--- src/rtl/param_counter.sv ---
// Parameterised up/down counter with preload, wrap or saturate at the boundaries,
// a one-cycle boundary pulse and a sticky overflow flag.
module param_counter #(
  parameter int WIDTH    = 12,
  parameter int MAX      = 2**WIDTH - 1,
  parameter int STEP     = 1,
  parameter bit SAT_MODE = 1'b0
) (
  input  logic             CLK,
  input  logic             reset,
  input  logic             En,
  input  logic             load,
  input  logic [WIDTH-1:0] loadData,
  input  logic             up_dn,
  input  logic             ovf_clr,
  output logic [WIDTH-1:0] out,
  output logic             tc,
  output logic             wrap,
  output logic             ovf
);

  // One extra bit so out+STEP and out+(MAX+1) cannot overflow before the compare.
  localparam logic [WIDTH:0]   MAX_EXT  = (WIDTH+1)'(MAX);
  localparam logic [WIDTH:0]   STEP_EXT = (WIDTH+1)'(STEP);
  localparam logic [WIDTH:0]   MODULUS  = (WIDTH+1)'(MAX + 1);
  localparam logic [WIDTH-1:0] MAX_VAL  = WIDTH'(MAX);

  logic [WIDTH:0]   out_ext;
  logic [WIDTH:0]   sum;
  logic [WIDTH-1:0] next_count;
  logic [WIDTH-1:0] load_val;
  logic             boundary;

  assign out_ext  = {1'b0, out};
  assign sum      = out_ext + STEP_EXT;
  assign load_val = ({1'b0, loadData} > MAX_EXT) ? MAX_VAL : loadData;
  assign tc       = up_dn ? (out == MAX_VAL) : (out == '0);

  // NOTE: every variable gets a default at the top of always_comb so no path can infer a latch.
  always_comb begin
    next_count = out;
    boundary   = 1'b0;
    if (up_dn) begin
      if (sum > MAX_EXT) begin
        boundary = 1'b1;
        if (SAT_MODE) next_count = MAX_VAL;
        else          next_count = WIDTH'(sum - MODULUS);
      end else begin
        next_count = WIDTH'(sum);
      end
    end else begin
      if (out_ext < STEP_EXT) begin
        boundary = 1'b1;
        if (SAT_MODE) next_count = '0;
        else          next_count = WIDTH'(out_ext + MODULUS - STEP_EXT);
      end else begin
        next_count = WIDTH'(out_ext - STEP_EXT);
      end
    end
  end

  // NOTE: state registers use non-blocking assignments; reset is asynchronous, active low.
  always_ff @(posedge CLK or negedge reset) begin
    if (!reset) begin
      out  <= '0;
      wrap <= 1'b0;
      ovf  <= 1'b0;
    end else if (load) begin
      out  <= load_val;
      wrap <= 1'b0;
      if (ovf_clr) ovf <= 1'b0;
    end else if (En) begin
      out  <= next_count;
      wrap <= boundary;
      // A boundary event on the same edge as a clear keeps the flag set.
      if (boundary)     ovf <= 1'b1;
      else if (ovf_clr) ovf <= 1'b0;
    end else begin
      wrap <= 1'b0;
      if (ovf_clr) ovf <= 1'b0;
    end
  end

endmodule

--- config.mk ---
export PLATFORM = sky130hd
export DESIGN_NAME = param_counter
export DESIGN_NICKNAME = d
export VERILOG_FILES = /design/src/rtl/param_counter.sv
export SDC_FILE = /design/constraint.sdc
export NUM_CORES = 1
export LEC_CHECK = 0
export CAP_MARGIN = 25
export CELL_PAD_IN_SITES_DETAIL_PLACEMENT = 0
export CELL_PAD_IN_SITES_GLOBAL_PLACEMENT = 1
export CORE_AREA = 10 10 61 83
export CTS_CLUSTER_DIAMETER = 200
export CTS_CLUSTER_SIZE = 14
export DETAILED_ROUTE_END_ITERATION = 10
export DIE_AREA = 0 0 71 93
export PLACE_DENSITY = 0.86
export SETUP_SLACK_MARGIN = 0.4
export SLEW_MARGIN = 20
export SYNTH_ARGS = -nofsm -noshare
export SYNTH_HDL_FRONTEND = slang
export SYNTH_SLANG_ARGS = --single-unit
--- constraint.sdc ---
create_clock -name CLK -period 2.3 [get_ports CLK]
set_input_delay 0.345 -clock CLK [delete_from_list [all_inputs] [get_ports CLK]]
set_output_delay 0.345 -clock CLK [all_outputs]
set_load 0.01 [all_outputs]
==> results.json <==
{
  "cp_max_fo": 2,
  "r2r_start": "out[0]$_DFFE_PN0P_",
  "reg2reg_depth": 6,
  "leakagePower_nw": 0.693,
  "num_rows": 26,
  "yosys_register_bits": 14,
  "gr-total-overflow": 0,
  "drive_gt1_share_pct": 25.7,
  "slowest_delay_ns": 0.57,
  "root_buffer": "clkbuf_8",
  "synth.yosys.seq_area_share_pct": 29.9,
  "drv_cap": 0,
  "routed_wirelength_um": 3740,
  "synth.cell_area_um2": 1170,
  "routed_via_density": 5.41,
  "fin_crit_ns": 2.00,
  "start_kind": "flop",
  "initial_utilization_pct": 32.8,
  "dp_hpwl_um": 2910,
  "grt_max_degree": 20,
  "insertion_delay_ns": 0.25,
  "layout_common_cells": "clkdlybuf4s50_1 (30), buf_4 (20), nand2_1 (18), dfrtp_1 (12)",
  "slew_violations": 0,
  "ctsHtreeMaxLevel": 1,
  "final_common_cell": "clkdlybuf4s50_1",
  "hold_viol_final": 0,
  "worstPathCellList": "or4_4, nor4_4, a22o_4, buf_6",
  "dr.pass1.iters": 4,
  "vdd_drop_max_v": 0.000383,
  "end_kind": "primary output",
  "synthFlopType": "dfrtp_1",
  "dp.cells": 222,
  "slew_headroom_pct": 55.0,
  "fin_cells": 229,
  "met3_usage_pct": 2.22,
  "vias": 1239,
  "syn_inst": 140,
  "grt_pass1_vias": 1316,
  "crit_required_ns": 1.96,
  "core-area_um2": 3580,
  "crit_cells": 4,
  "io_pins": 33,
  "synthArstFlopShare_pct": 100,
  "power.density_nw_per_um2": 524,
  "cts_max_path_buffers": 2,
  "startpoint": "out[2]$_DFFE_PN0P_",
  "drtIter0Drc": 17,
  "fin_crit_sh_pct": 87.0,
  "avgSynthCellArea_um2": 8.38,
  "die_y_um": 93,
  "route.detailed.drc": 0,
  "synth_top_area_share_pct": 29.9,
  "outcome": "complete, no violations",
  "ys_warn_count": 0,
  "cp_num_buf_inv": 1,
  "finalSetupViolCount": 0,
  "cts.clk_slew.worst_paths_ns": 0.06,
  "cts_made_buffers": 3,
  "diodes": 0,
  "tightestPinTransition_ns": 0.673,
  "hp-class": "input pin to async pin",
  "timing.fmax_ghz": 0.500,
  "use_met1_pct": 12.2,
  "grt_first_pass_wirelength_um": 6380,
  "synth_area_leaders": "dfrtp_1 (30%), xnor2_1 (6.0%), nand2_1 (5.8%)",
  "ant_nets": 0,
  "place.gp.congestion": 0.891,
  "timing.hold.ws_ns": 0.503,
  "criticalPathCategory": "flop to primary output",
  "crit_family": "simple AND/OR/NAND/NOR gates",
  "grt.met2_usage_pct": 21.1,
  "yosysTopAreaCell": "dfrtp_1",
  "rsz0062_at_grt": "true",
  "grt_use_total_pct": 11.6,
  "critPathSlowestCell": "or4_4",
  "fin_nets": 209,
  "io_buffers": 32,
  "yosysUniqueCellTypes": 38,
  "finalClockSkew_ns": 0.000452,
  "cts_tree": "yes",
  "synth_edf_count": 0,
  "cts.sinks": 14,
  "antenna_found_initial": 0,
  "die_area_um2": 6600,
  "wire_per_inst_um": 16.3,
  "synthToLayoutAreaGrowth_pct": 49.6,
  "grt_busiest_layer": "met2",
  "synthesis.nets": 161,
  "die_w_um": 71,
  "crit_arrival_ns": 1.66
}
cell families after synthesis:
kind of cell / share of synthesized area, %
fa+ha+maj: 3.20
simple gates: 30.1
mux: 7.25
compound gates: 13.1
buf+inv: 7.57
flops: 29.9
xor+xnor: 8.96
sequential cells by signal, summed over array words and instances, names as in the netlist:
name  count
out      12
ovf       1
wrap      1
stage by stage:
| step | power (mW) | area, um2 | setup WS (ns) | setup TNS [ns] | utilization (%) |
|---|---|---|---|---|---|
| floorplan | 0.492 | 1180 | 0.412 | 0 | - |
| finish | 0.920 | 1760 | 0.299 | 0 | 49.1 |
| CTS | 0.925 | 1730 | 0.228 | 0 | 48.3 |
| detailed placement | 0.659 | 1630 | -0.237 | -0.237 | 45.6 |
| global placement | 0.652 | 1630 | -0.224 | -0.224 | 45.6 |
| global route | 0.983 | 1760 | 0.257 | 0 | 49.1 |
metal layers:
metal	up-vias	routed length [um]
met3	10	109
met5	-	0
met4	0	119
met2	29	2020
li1	592	-
met1	608	1490
Yosys cell counts (all sizes together) (2+ instances only):
| master | n |
|---|---|
| ha | 3 |
| nand3 | 5 |
| inv | 8 |
| buf | 4 |
| nand2b | 3 |
| clkbuf | 7 |
| mux2 | 4 |
| or3 | 3 |
| o21ai | 15 |
| dfrtp | 14 |
| nor2 | 4 |
| nor4 | 6 |
| o22ai | 2 |
| nand4 | 3 |
| mux2i | 4 |
| a21oi | 2 |
| nand2 | 18 |
| or4 | 3 |
| xnor2 | 8 |
| nand3b | 2 |
| xor2 | 4 |
| nor3 | 7 |
power breakdown:
group          internal (mW)  switching [mW]  total (mW)
Clock                  0.152          0.0953       0.247
Sequential             0.273          0.0307       0.303
Combinational          0.190           0.180       0.370
Total                  0.614           0.306       0.920
final cells by class:
class                   instances  area, um2
repair buffers                 54        493
fillers                       375       1820
multi-input cells             107        772
clock buffers                   4       55.1
well taps                      42       52.6
inverters                       8       30.0
flip-flops and latches         14        353
path summary, 6_finish.rpt:
check / to / slack, ns
setup / recovery: tc / 0.30
hold / removal: out[2]$_DFFE_PN0P_ / 0.50
setup reg to reg: out[11]$_DFFE_PN0P_ / 0.38
hold reg to reg: ovf$_DFF_PN0_ / 0.52
max in group asynchronous: out[6]$_DFFE_PN0P_ / 1.32
min in group CLK: ovf$_DFF_PN0_ / 0.52
timing repair:
item / 4_1_cts / 5_1_grt
setup endpoints to repair: 5 / 9
buffers inserted: 2 / 1
resized for setup: 14 / 6
pin swaps: 7 / 6
cloned: 0 / 0
hold buffers: 0 / 0
Power figures use the tool's default switching activity.
